File: config.mk
export PLATFORM = sky130hd
export DESIGN_NAME = cordic_inv_af_seq
export DESIGN_NICKNAME = d
export VERILOG_FILES = /design/src/rtl/cordic_inv_af_seq.sv
export SDC_FILE = /design/constraint.sdc
export NUM_CORES = 1
export LEC_CHECK = 0
export CAP_MARGIN = 20
export CORE_MARGIN = 8
export CORE_UTILIZATION = 28
export DETAILED_ROUTE_END_ITERATION = 12
export GPL_TIMING_DRIVEN = 0
export PLACE_DENSITY = 0.53
export SLEW_MARGIN = 30
export SYNTH_ARGS = -nofsm -noshare
export SYNTH_HDL_FRONTEND = slang
export SYNTH_SLANG_ARGS = --single-unit
File: constraint.sdc
create_clock -name clk -period 15.2 [get_ports clk]
set_input_delay 3.04 -clock clk [delete_from_list [all_inputs] [get_ports clk]]
set_output_delay 3.04 -clock clk [all_outputs]
set_load 0.05 [all_outputs]
File: src/rtl/cordic_inv_af_seq.sv
// Inverse activation unit: atanh / logit by iterative hyperbolic vectoring CORDIC.
// One micro-rotation per clock, valid/ready handshake on input and output.
`timescale 1ns/1ps
module cordic_inv_af_seq #(
  parameter int N_BITS     = 16,
  parameter int INT_BITS   = 4,
  parameter int FRAC_BITS  = 12,
  parameter int ITERATIONS = 12,
  parameter int GUARD      = 4,
  parameter int CLAMP      = 3277
) (
  input  logic              clk,
  input  logic              rst_n,
  input  logic              in_valid,
  output logic              in_ready,
  input  logic [N_BITS-1:0] in_data,
  input  logic              in_sel,
  output logic              out_valid,
  input  logic              out_ready,
  output logic [N_BITS-1:0] out_data,
  output logic              out_sat
);

  localparam int W     = N_BITS + GUARD + 2;
  localparam int FB    = FRAC_BITS + GUARD;
  localparam int STEPS = ITERATIONS + (ITERATIONS >= 4 ? 1 : 0)
                       + (ITERATIONS >= 13 ? 1 : 0);
  localparam int CW    = $clog2(STEPS + 1);
  localparam int TN    = 2 ** CW;

  localparam logic [CW-1:0] LAST = CW'(STEPS);

  localparam logic signed [W-1:0] ONE_Q  = W'(1 << (N_BITS - INT_BITS));
  localparam logic signed [W-1:0] ONE_X  = W'(1 << FB);
  localparam logic signed [W-1:0] CLMP   = W'(CLAMP);
  localparam logic signed [W-1:0] RND    = W'(1 << (GUARD - 1));
  localparam logic signed [W-1:0] MAXO   = W'((1 << (N_BITS - 1)) - 1);
  localparam logic signed [W-1:0] MINO   = -MAXO - W'(1);

  localparam logic [1:0] S_IDLE = 2'd0;
  localparam logic [1:0] S_PREP = 2'd1;
  localparam logic [1:0] S_ITER = 2'd2;
  localparam logic [1:0] S_DONE = 2'd3;

  // Iteration index for step k; indices 4 and 13 run twice.
  function automatic int idx_of(input int k);
    int s;
    int r;
    bit found;
    s = 0;
    r = ITERATIONS;
    found = 1'b0;
    for (int i = 1; i <= ITERATIONS; i++) begin
      if (!found && s == k) begin
        r = i;
        found = 1'b1;
      end
      s++;
      if (i == 4 || i == 13) begin
        if (!found && s == k) begin
          r = i;
          found = 1'b1;
        end
        s++;
      end
    end
    return r;
  endfunction

  function automatic int atanh_q(input int i);
    real a;
    real t;
    a = 1.0 / (2.0 ** i);
    t = 0.5 * $ln((1.0 + a) / (1.0 - a));
    return $rtoi(t * (2.0 ** FB) + 0.5);
  endfunction

  logic signed [W-1:0] tbl [TN];
  logic [4:0]          shf [TN];

  for (genvar k = 0; k < TN; k++) begin : g_tbl
    localparam int IDX = (k < STEPS) ? idx_of(k) : 1;
    assign tbl[k] = (k < STEPS) ? W'(atanh_q(IDX)) : '0;
    assign shf[k] = 5'(IDX);
  end

  logic [1:0]          state;
  logic [N_BITS-1:0]   dreg;
  logic                sel_q;
  logic                clamp_q;
  logic signed [W-1:0] xr, yr, zr;
  logic [CW-1:0]       cnt;

  assign in_ready  = (state == S_IDLE);
  assign out_valid = (state == S_DONE);

  logic signed [W-1:0] din, v_raw, v_clamp;
  logic                v_sat;

  always_comb begin
    din     = {{(W-N_BITS){dreg[N_BITS-1]}}, dreg};
    v_raw   = sel_q ? (din <<< 1) - ONE_Q : din;
    v_clamp = v_raw;
    v_sat   = 1'b0;
    if (v_raw > CLMP) begin
      v_clamp = CLMP;
      v_sat   = 1'b1;
    end else if (v_raw < -CLMP) begin
      v_clamp = -CLMP;
      v_sat   = 1'b1;
    end
  end

  logic signed [W-1:0] xs, ys, tv;
  logic signed [W-1:0] x_n, y_n, z_n;

  always_comb begin
    xs = xr >>> shf[cnt];
    ys = yr >>> shf[cnt];
    tv = tbl[cnt];
    if (!yr[W-1]) begin
      x_n = xr - ys;
      y_n = yr - xs;
      z_n = zr + tv;
    end else begin
      x_n = xr + ys;
      y_n = yr + xs;
      z_n = zr - tv;
    end
  end

  logic signed [W-1:0] r, rr;
  logic [N_BITS-1:0]   o_data;
  logic                o_sat;

  // logit doubles the angle; round half-up back to FRAC_BITS
  always_comb begin
    r      = sel_q ? (zr <<< 1) : zr;
    rr     = (r + RND) >>> GUARD;
    o_data = rr[N_BITS-1:0];
    o_sat  = 1'b0;
    if (rr > MAXO) begin
      o_data = MAXO[N_BITS-1:0];
      o_sat  = 1'b1;
    end else if (rr < MINO) begin
      o_data = MINO[N_BITS-1:0];
      o_sat  = 1'b1;
    end
  end

  always_ff @(posedge clk or negedge rst_n) begin
    if (!rst_n) begin
      state    <= S_IDLE;
      dreg     <= '0;
      sel_q    <= 1'b0;
      clamp_q  <= 1'b0;
      xr       <= '0;
      yr       <= '0;
      zr       <= '0;
      cnt      <= '0;
      out_data <= '0;
      out_sat  <= 1'b0;
    end else begin
      case (state)
        S_IDLE: begin
          if (in_valid) begin
            dreg  <= in_data;
            sel_q <= in_sel;
            state <= S_PREP;
          end
        end
        S_PREP: begin
          xr      <= ONE_X;
          yr      <= v_clamp <<< GUARD;
          zr      <= '0;
          clamp_q <= v_sat;
          cnt     <= '0;
          state   <= S_ITER;
        end
        S_ITER: begin
          if (cnt == LAST) begin
            out_data <= o_data;
            out_sat  <= clamp_q | o_sat;
            state    <= S_DONE;
          end else begin
            xr  <= x_n;
            yr  <= y_n;
            zr  <= z_n;
            cnt <= cnt + 1'b1;
          end
        end
        S_DONE: begin
          if (out_ready) state <= S_IDLE;
        end
        default: state <= S_IDLE;
      endcase
    end
  end

endmodule

* Yosys cells after proc, flatten, opt, wreduce, memory -nomap -nowiden
Memories as Yosys holds them, arrays and structs flattened. Cells that the tools add are included.
Storage, ports and cells: word-level logic and storage cells 73, output and inout bits 19, ROM bits 432, register bits 107, memories 2, input bits 21
Cells by class: muxes and demuxes 29, equal/unequal tests 8, magnitude comparators 5, reduce and logical (&&, ||, !) cells 6, shift operators 2, bitwise gates (word level) 2, add/sub/neg operators 9
Memories:
- (name not given) | words 16, bits a word 22, rd ports 1, clocked after Yosys merged registers in 0, write ports 0, line 120 | tv = tbl[cnt];
- (name not given) | words 16, bits a word 5, rd ports 1, clocked after Yosys merged registers in 0, write ports 0, line 119 | ys = yr >>> shf[cnt];
Operators with widths (number):
- $mux 22 | 10
- $pmux 22 s2 | 3
- $add 22x22->22 | 3
- $sub 22x22->22 | 3
- $sshr 22x5->22 | 2
- $mux 18 | 2
- $mux 16 | 2
- $add 22x5->22 const B | 1
- $gt 22x13->1 const B | 1
- $lt 22x13->1 const B | 1
- $gt 18x16->1 const B | 1
- $lt 18x16->1 const B | 1
- $sub 17x14->18 const B | 1
- $mux 5 | 2
- $pmux 2 s4 | 1
- $pmux 4 s2 | 1
- $mux 2 | 3
- $ne 2x2->1 const B | 3
- $reduce_and 2->1 | 3
- $ge 5x5->1 const B | 1
- $not 4->5 | 1
- $add 4x1->4 const B | 1
- $eq 2x2->1 const B | 2
- $eq 4x4->1 const B | 1
- 8 further kinds | 11

* Depth between registers and ports, before layout
word-level depth 9, mapped depth 30, gate-level depth less buffers 27

* Worst setup path before layout
OpenSTA, ideal clock, no wires.
path type register to register, from register cnt[2], to register xr[21], arrival 6.092 ns, data required time 15.123 ns, period minus slack after synthesis 6.169 ns, cell stages (with the launch flop) 29, library setup time 0.077 ns, path buffers 5, path slack 9.031 ns, cells stage by stage dfrtp_1 buf_4 clkbuf_1 inv_1 ha_1 nand2b_1 o31ai_4 buf_2 buf_2 mux2i_1 o22ai_1 a21o_1 mux2i_1 ha_1 nand4_1 nor4bb_1 clkbuf_1 nor2_1 xor2_1 ha_1 or4_1 o22a_1 a31oi_1 o21ai_0 a31oi_1 o21a_1 o31ai_1 a211o_1 o21ai_1
On the way: longest elaborated chain between the ends 9, elaborated cells on any way between the ends 13, those cells by class 2 x add/sub; 2 x eq/ne; 1 x shift; 5 x mux; 1 x bitwise; 1 x reduce/logical; 1 x memory
RTL lines:
- start: declaration | line 92 | logic [CW-1:0] cnt;
- start signal: assignment | line 189 | cnt <= cnt + 1'b1;
- $not 4->5 (implied by the code) | line 119
- $mem_v2 16x5
- $mux 5 (implied by the code) (2 in a row) | line 119
- $sshr 22x5->22 | line 119
- $sub 22x22->22 / $add 22x22->22 (equally long branches) | line 122, 126
- $mux 22 | line 121 | if (!yr[W-1]) begin
- $mux 22 | line 181 | if (cnt == LAST) begin
- $pmux 22 s2 | line 164 | case (state)
- end signal: assignment | line 186 | xr <= x_n;
- end: declaration | line 91 | logic signed [W-1:0] xr, yr, zr;
Several ways; a longest one is shown, not always the timed one. The select of a mux whose other input is x is not followed. A chain may end at the register's enable or synchronous reset.

* Final worst setup path
from register cnt[1], to register xr[21]
Same word-level chain as after synthesis.

==> results.sh <==
export IMPL_finalNonFillerCells=2321
export IMPL_grt_usage_pct=18.7
export IMPL_syn_to_final_growth_pct=11.8
export IMPL_cts_max_level=3
export IMPL_ios=40
export IMPL_setup_viol=0
export IMPL_cts_root_buf="clkbuf_16"
export IMPL_fin_setup_tns_ps=0
export IMPL_status="finished, final reports clean"
export IMPL_synth_nets=1777
export IMPL_antenna_found_initial=0
export IMPL_cp_max_fo=10
export IMPL_yosysSeqAreaShare_pct=21.1
export IMPL_slew_headroom_pct=28.0
export IMPL_async_reset_ff_share_pct=100
export IMPL_synth_flop_cell="dfrtp_1"
export IMPL_fin_skew_ps=19.5
export IMPL_ys_warnings_count=0
export IMPL_io_buffers=39
export IMPL_cp_end_kind="register"
export IMPL_slew_viol_final=0
export IMPL_num_antenna_cells=0
export IMPL_start_util_pct=28.1
export IMPL_drive_gt1_share_pct=5.40
export IMPL_die_h_um=229
export IMPL_maxCapViolations=0
export IMPL_slowest_stage="clkbuf_1"
export IMPL_slowest_delay_ps=650
export IMPL_gp_congestion=0.959
export IMPL_cp_data_required_time_ps=15520
export IMPL_synth_top_cell_area_share_pct=21.1
export IMPL_grt_max_degree=64
export IMPL_worstMarginPinSlew_ps=1080
export IMPL_critPathBufInv=7
export IMPL_rows=78
export IMPL_rsz0062_at_grt="false"
export IMPL_r2r_slack_ps=6570
export IMPL_dp_hpwl_um=40400
export IMPL_hold_viol=0
export IMPL_clk_latency_ps=390
export IMPL_syn_inst=1664
export IMPL_synth_edf_count=0
export IMPL_cts_clk_slew_worst_paths_ps=90
export IMPL_max_freq_mhz=116
export IMPL_placed_cell_area_um2=13900
export IMPL_dp_cells=2305
export IMPL_grt_overflow=0
export IMPL_drc_errors=0
export IMPL_die_area_um2=52400
export IMPL_nNetsFinal=1829
export IMPL_syn_avg_cell_area_um2=7.63
export IMPL_first_global_vias=12400
export IMPL_critical_path_arrival_ps=8950
export IMPL_nFillCells=4908
export IMPL_critPathLaunchType="register"
export IMPL_ant_nets=0
export IMPL_final_min_clock_period_ps=8630
export IMPL_final_cell_area_um2=14200
export IMPL_first_pass_iters=5
export IMPL_coreArea_um2=45100
export IMPL_synth_top_cell_by_area="dfrtp_1"
export IMPL_numCtsBuffers=9
export IMPL_clkSinkCount=107
export IMPL_via_count=13300
export IMPL_cts_hold_fix_buffers=0
export IMPL_ys_types=90
export IMPL_post_cts_setup_buffers=0
export IMPL_synth_most_common_cell="nand2_1"
export IMPL_routedWlPerCell_um=22.1
export IMPL_crit_top_cell="clkbuf_1"
export IMPL_utilization_pct=31.5
export IMPL_critPathTopFamily="buffers and inverters"
export IMPL_ctsResizeCount=0
export IMPL_die_w_um=229
export IMPL_finalCritPeriodShare_pct=56.8
export IMPL_clockBufferDepth=2
export IMPL_syn_area_um2=12700
export IMPL_netlist_top_cells_count="nand2_1 (190), o21ai_0 (147), nor2_1 (137)"
export IMPL_viasPerCell=5.73
export IMPL_grt_pass1_wl_um=77300
export IMPL_synth_seq_cells=107
export IMPL_synthTopCellsByArea="dfrtp_1 (21%), ha_1 (8.8%), mux2i_1 (6.0%), o21ai_0 (5.8%), nand2_1 (5.6%)"
export IMPL_routed_wl_um=51300
export IMPL_first_iter_violations=1228
export IMPL_cts_tree="built"
export IMPL_critPathKind="reg2reg"
export IMPL_min_path_type="reg2reg"
cell families (layout without fill, tap and decap cells):
group                    after synthesis  after routing  synth area share (%)
AND/OR/NAND/NOR                      565            565                  21.1
AO/OA/AOI/OAI                        529            529                  26.8
buffers and inverters                150            207                  4.71
multiplexers                         111            111                  9.28
XOR/XNOR                             110            110                  7.70
flip-flops                           107            107                  21.1
adder cells (fa/ha/maj)               92             92                  9.25
layout by cell type (no fill, tap or decap), types with 8 or more instances in the layout:
cell,instances
a211oi_1,18
a21boi_0,9
a21o_1,32
a21oi_1,120
a22oi_1,13
a31oi_1,32
and3_1,15
buf_1,10
clkbuf_1,73
clkbuf_16,9
clkdlybuf4s50_1,38
dfrtp_1,107
ha_1,89
inv_1,53
mux2_2,33
mux2i_1,76
nand2_1,190
nand2b_1,20
nand3_1,70
nand4_1,10
nor2_1,136
nor2b_1,28
nor3_1,30
o211ai_1,8
o21a_1,13
o21ai_0,147
o22a_1,8
o22ai_1,13
o31ai_1,24
or2_2,11
or3_1,9
xnor2_1,79
xor2_1,30
per-stage QoR:
step	worst slack [ps]	hold slack, ps
floorplan	9030	469
global placement	6470	468
detailed placement	6750	470
CTS	6800	491
global route	6130	518
finish	6570	488
state kept, by name (all words and copies together), names as in the netlist:
signal,cells
yr,22
sel_q,1
out_sat,1
xr,22
out_data,16
dreg,16
zr,22
clamp_q,1
state,2
cnt,4
metal layers:
| layer | up-vias | track usage, % | part of all wire, % |
|---|---|---|---|
| met4 | 0 | 6.85 | 3.3 |
| met3 | 88 | 2.54 | 5.6 |
| met1 | 6548 | 25.4 | 46 |
| met5 | - | 0 | 0 |
| met2 | 471 | 30.1 | 45 |
| li1 | 6192 | - | - |
worst register-to-register path: stages, from the launching register on:
cell and delay, ps:
dfrtp_1 380, clkbuf_1 400, inv_1 270, ha_1 240
clkbuf_1 240, nand2b_1 270, nand2_1 440, clkbuf_1 510
clkbuf_1 650, clkbuf_1 530, mux2i_1 410, ha_1 280
nand4_1 110, nor4bb_1 300, clkbuf_1 420, nor2_1 100
xor2_1 220, ha_1 250, or4_1 520, o22a_1 240
a31oi_1 330, o21ai_0 310, a31oi_1 380, o21a_1 220
o31ai_1 150, a211o_1 320, o21ai_1 70
path summary, 6_finish.rpt:
| path | cells after the start | from | to |
|---|---|---|---|
| min reg2reg | 2 | out_data[15] | out_data[15] |
| min in group asynchronous | 1 | rst_n | out_data[14] |
| max in group asynchronous | 2 | rst_n | xr[0] |
| max | 26 | cnt[1] | xr[21] |
| min | 2 | out_data[15] | out_data[15] |
| max reg2reg | 26 | cnt[1] | xr[21] |
final cells by class:
type / instances / area, um2 / share of cell area (%)
Multi-Input combinational cell: 1407 / 9430 / 66.4
Sequential cell: 107 / 2680 / 18.9
Tap cell: 600 / 751 / 5.29
Timing Repair Buffer: 41 / 433 / 3.05
Buffer: 96 / 395 / 2.79
Clock buffer: 9 / 225 / 1.59
Inverter: 54 / 203 / 1.43
Clock inverter: 7 / 77.6 / 0.547
Power is not shown: default switching activity piles up to over one toggle a cycle in this logic, so the estimate is an artifact.
==> patch, RTL diff (config.mk and constraints unchanged) <==
Change the parameter `FRAC_BITS` from 12 to 8.
--- a/src/rtl/cordic_inv_af_seq.sv
+++ b/src/rtl/cordic_inv_af_seq.sv
@@ -5,5 +5,5 @@
   parameter int N_BITS     = 16,
   parameter int INT_BITS   = 4,
-  parameter int FRAC_BITS  = 12,
+  parameter int FRAC_BITS  = 8,
   parameter int ITERATIONS = 12,
   parameter int GUARD      = 4,
Function: same outputs for any inputs over 10 cycles, from zero or initial values and one cycle with rst_n low; that may be too few to reach the edited logic, so the function may still have changed.
==> patch against the original RTL <==
Worst setup slack better by 0.38 ns; synthesized area up 7.1%; sequential cell count unchanged; global-route usage down 1.2 points; hold slack worse by 0.0020 ns; final area up 6.4%; routed wire length down 2.3%.
Power is left out: the tool's default activity adds up to more than one toggle a clock period on the data nets, which glitch-free logic cannot reach.
==> patch: results (changes against the original RTL) <==
[synth]
syn_inst = 1699  ; +2.1%
ys_types = 89  ; -1.1%
syn-num-nets = 1811  ; +1.9%
ys_top_cells_by_count = mux2i_1 (189), nand2_1 (183), nor2_1 (142), a21oi_1 (127), o21ai_0 (120)
synth_area_leaders = dfrtp_1 (20%), mux2i_1 (14%), ha_1 (8.1%), nand2_1 (5.1%), a21oi_1 (4.7%)
seq_area_frac_synth = 0.197  ; -0.0139

[place]
pre_cts_slack_ns = 7.17  ; +0.425 ns
hpwl_um = 39700  ; -1.7%
dp_cells = 2355  ; +2.2%
gp_congestion = 0.959  ; about the same

[clock_tree]
post-cts-setup-buffer-count = 0  ; unchanged
ctsLongestPathBuffers = 2  ; unchanged
cts.htree.levels = 3  ; unchanged
clk_latency_ns = 0.41  ; +0.02 ns
clk_pin_slew_ns = 0.09  ; about the same
ctsResizeCount = 0  ; unchanged

[timing]
holdWs_ns = 0.486  ; -0.00201 ns
worstMarginPinSlew_ns = 1.01  ; -0.0703 ns
clock_skew_ns = 0.0212  ; +0.00176 ns
setup_ws_ns = 6.95  ; +0.376 ns

[worst_setup_path]
critPathTopFamily = compound AO/OA/AOI/OAI gates
critPathLaunch = cnt[0]
cp_max_fo = 10  ; unchanged
critPathArrivalTime_ns = 8.56  ; -0.39 ns
cpPeakStageDelay_ns = 0.61  ; -0.04 ns
rr_endpoint = yr[21]

[detailed_routing]
wl_um = 50100  ; -2.3%
viasPerCell = 5.58  ; -2.6%
drt_iter0_markers = 1149  ; -6.4%
wl_per_cell_um = 21.1  ; -4.4%

[grt]
grt_max_degree = 56  ; -13%
grt_pass1_vias = 12900  ; +3.9%
antenna_found_initial = 0  ; unchanged
grt_usage = 0.175  ; -0.0122
grt_pass1_wl_um = 77500  ; +0.32%

[finish]
nets = 1863  ; +1.9%
layout-drive-gt1-share = 0.0780  ; +0.0240

[outcome]
outcome = complete, no violations

[patch: area by class of cell]
type | instances | area, um^2
fillers | 5107 | 32700
multi-input cells | 1434 | 10200
flip-flops and latches | 107 | 2680
well taps | 615 | 769
plain buffers | 102 | 515
repair buffers | 41 | 430
clock buffers | 10 | 229
inverters | 56 | 210
clock inverters | 6 | 78.8
[patch: cells by family (layout without fill, tap and decap cells)]
kind of cell,Yosys count,in the layout,synth area share
compound gates,499,499,0.238
simple gates,488,488,0.165
mux,245,245,0.187
buf+inv,158,215,0.0534
xor+xnor,111,111,0.0745
flops,107,107,0.197
fa+ha+maj,91,91,0.0855
[patch: routing by layer]
layer  track usage  routed length (um)
met1         0.240               23500
met2         0.276               22400
met3        0.0244                2600
met4        0.0663                1630
met5             0                   0
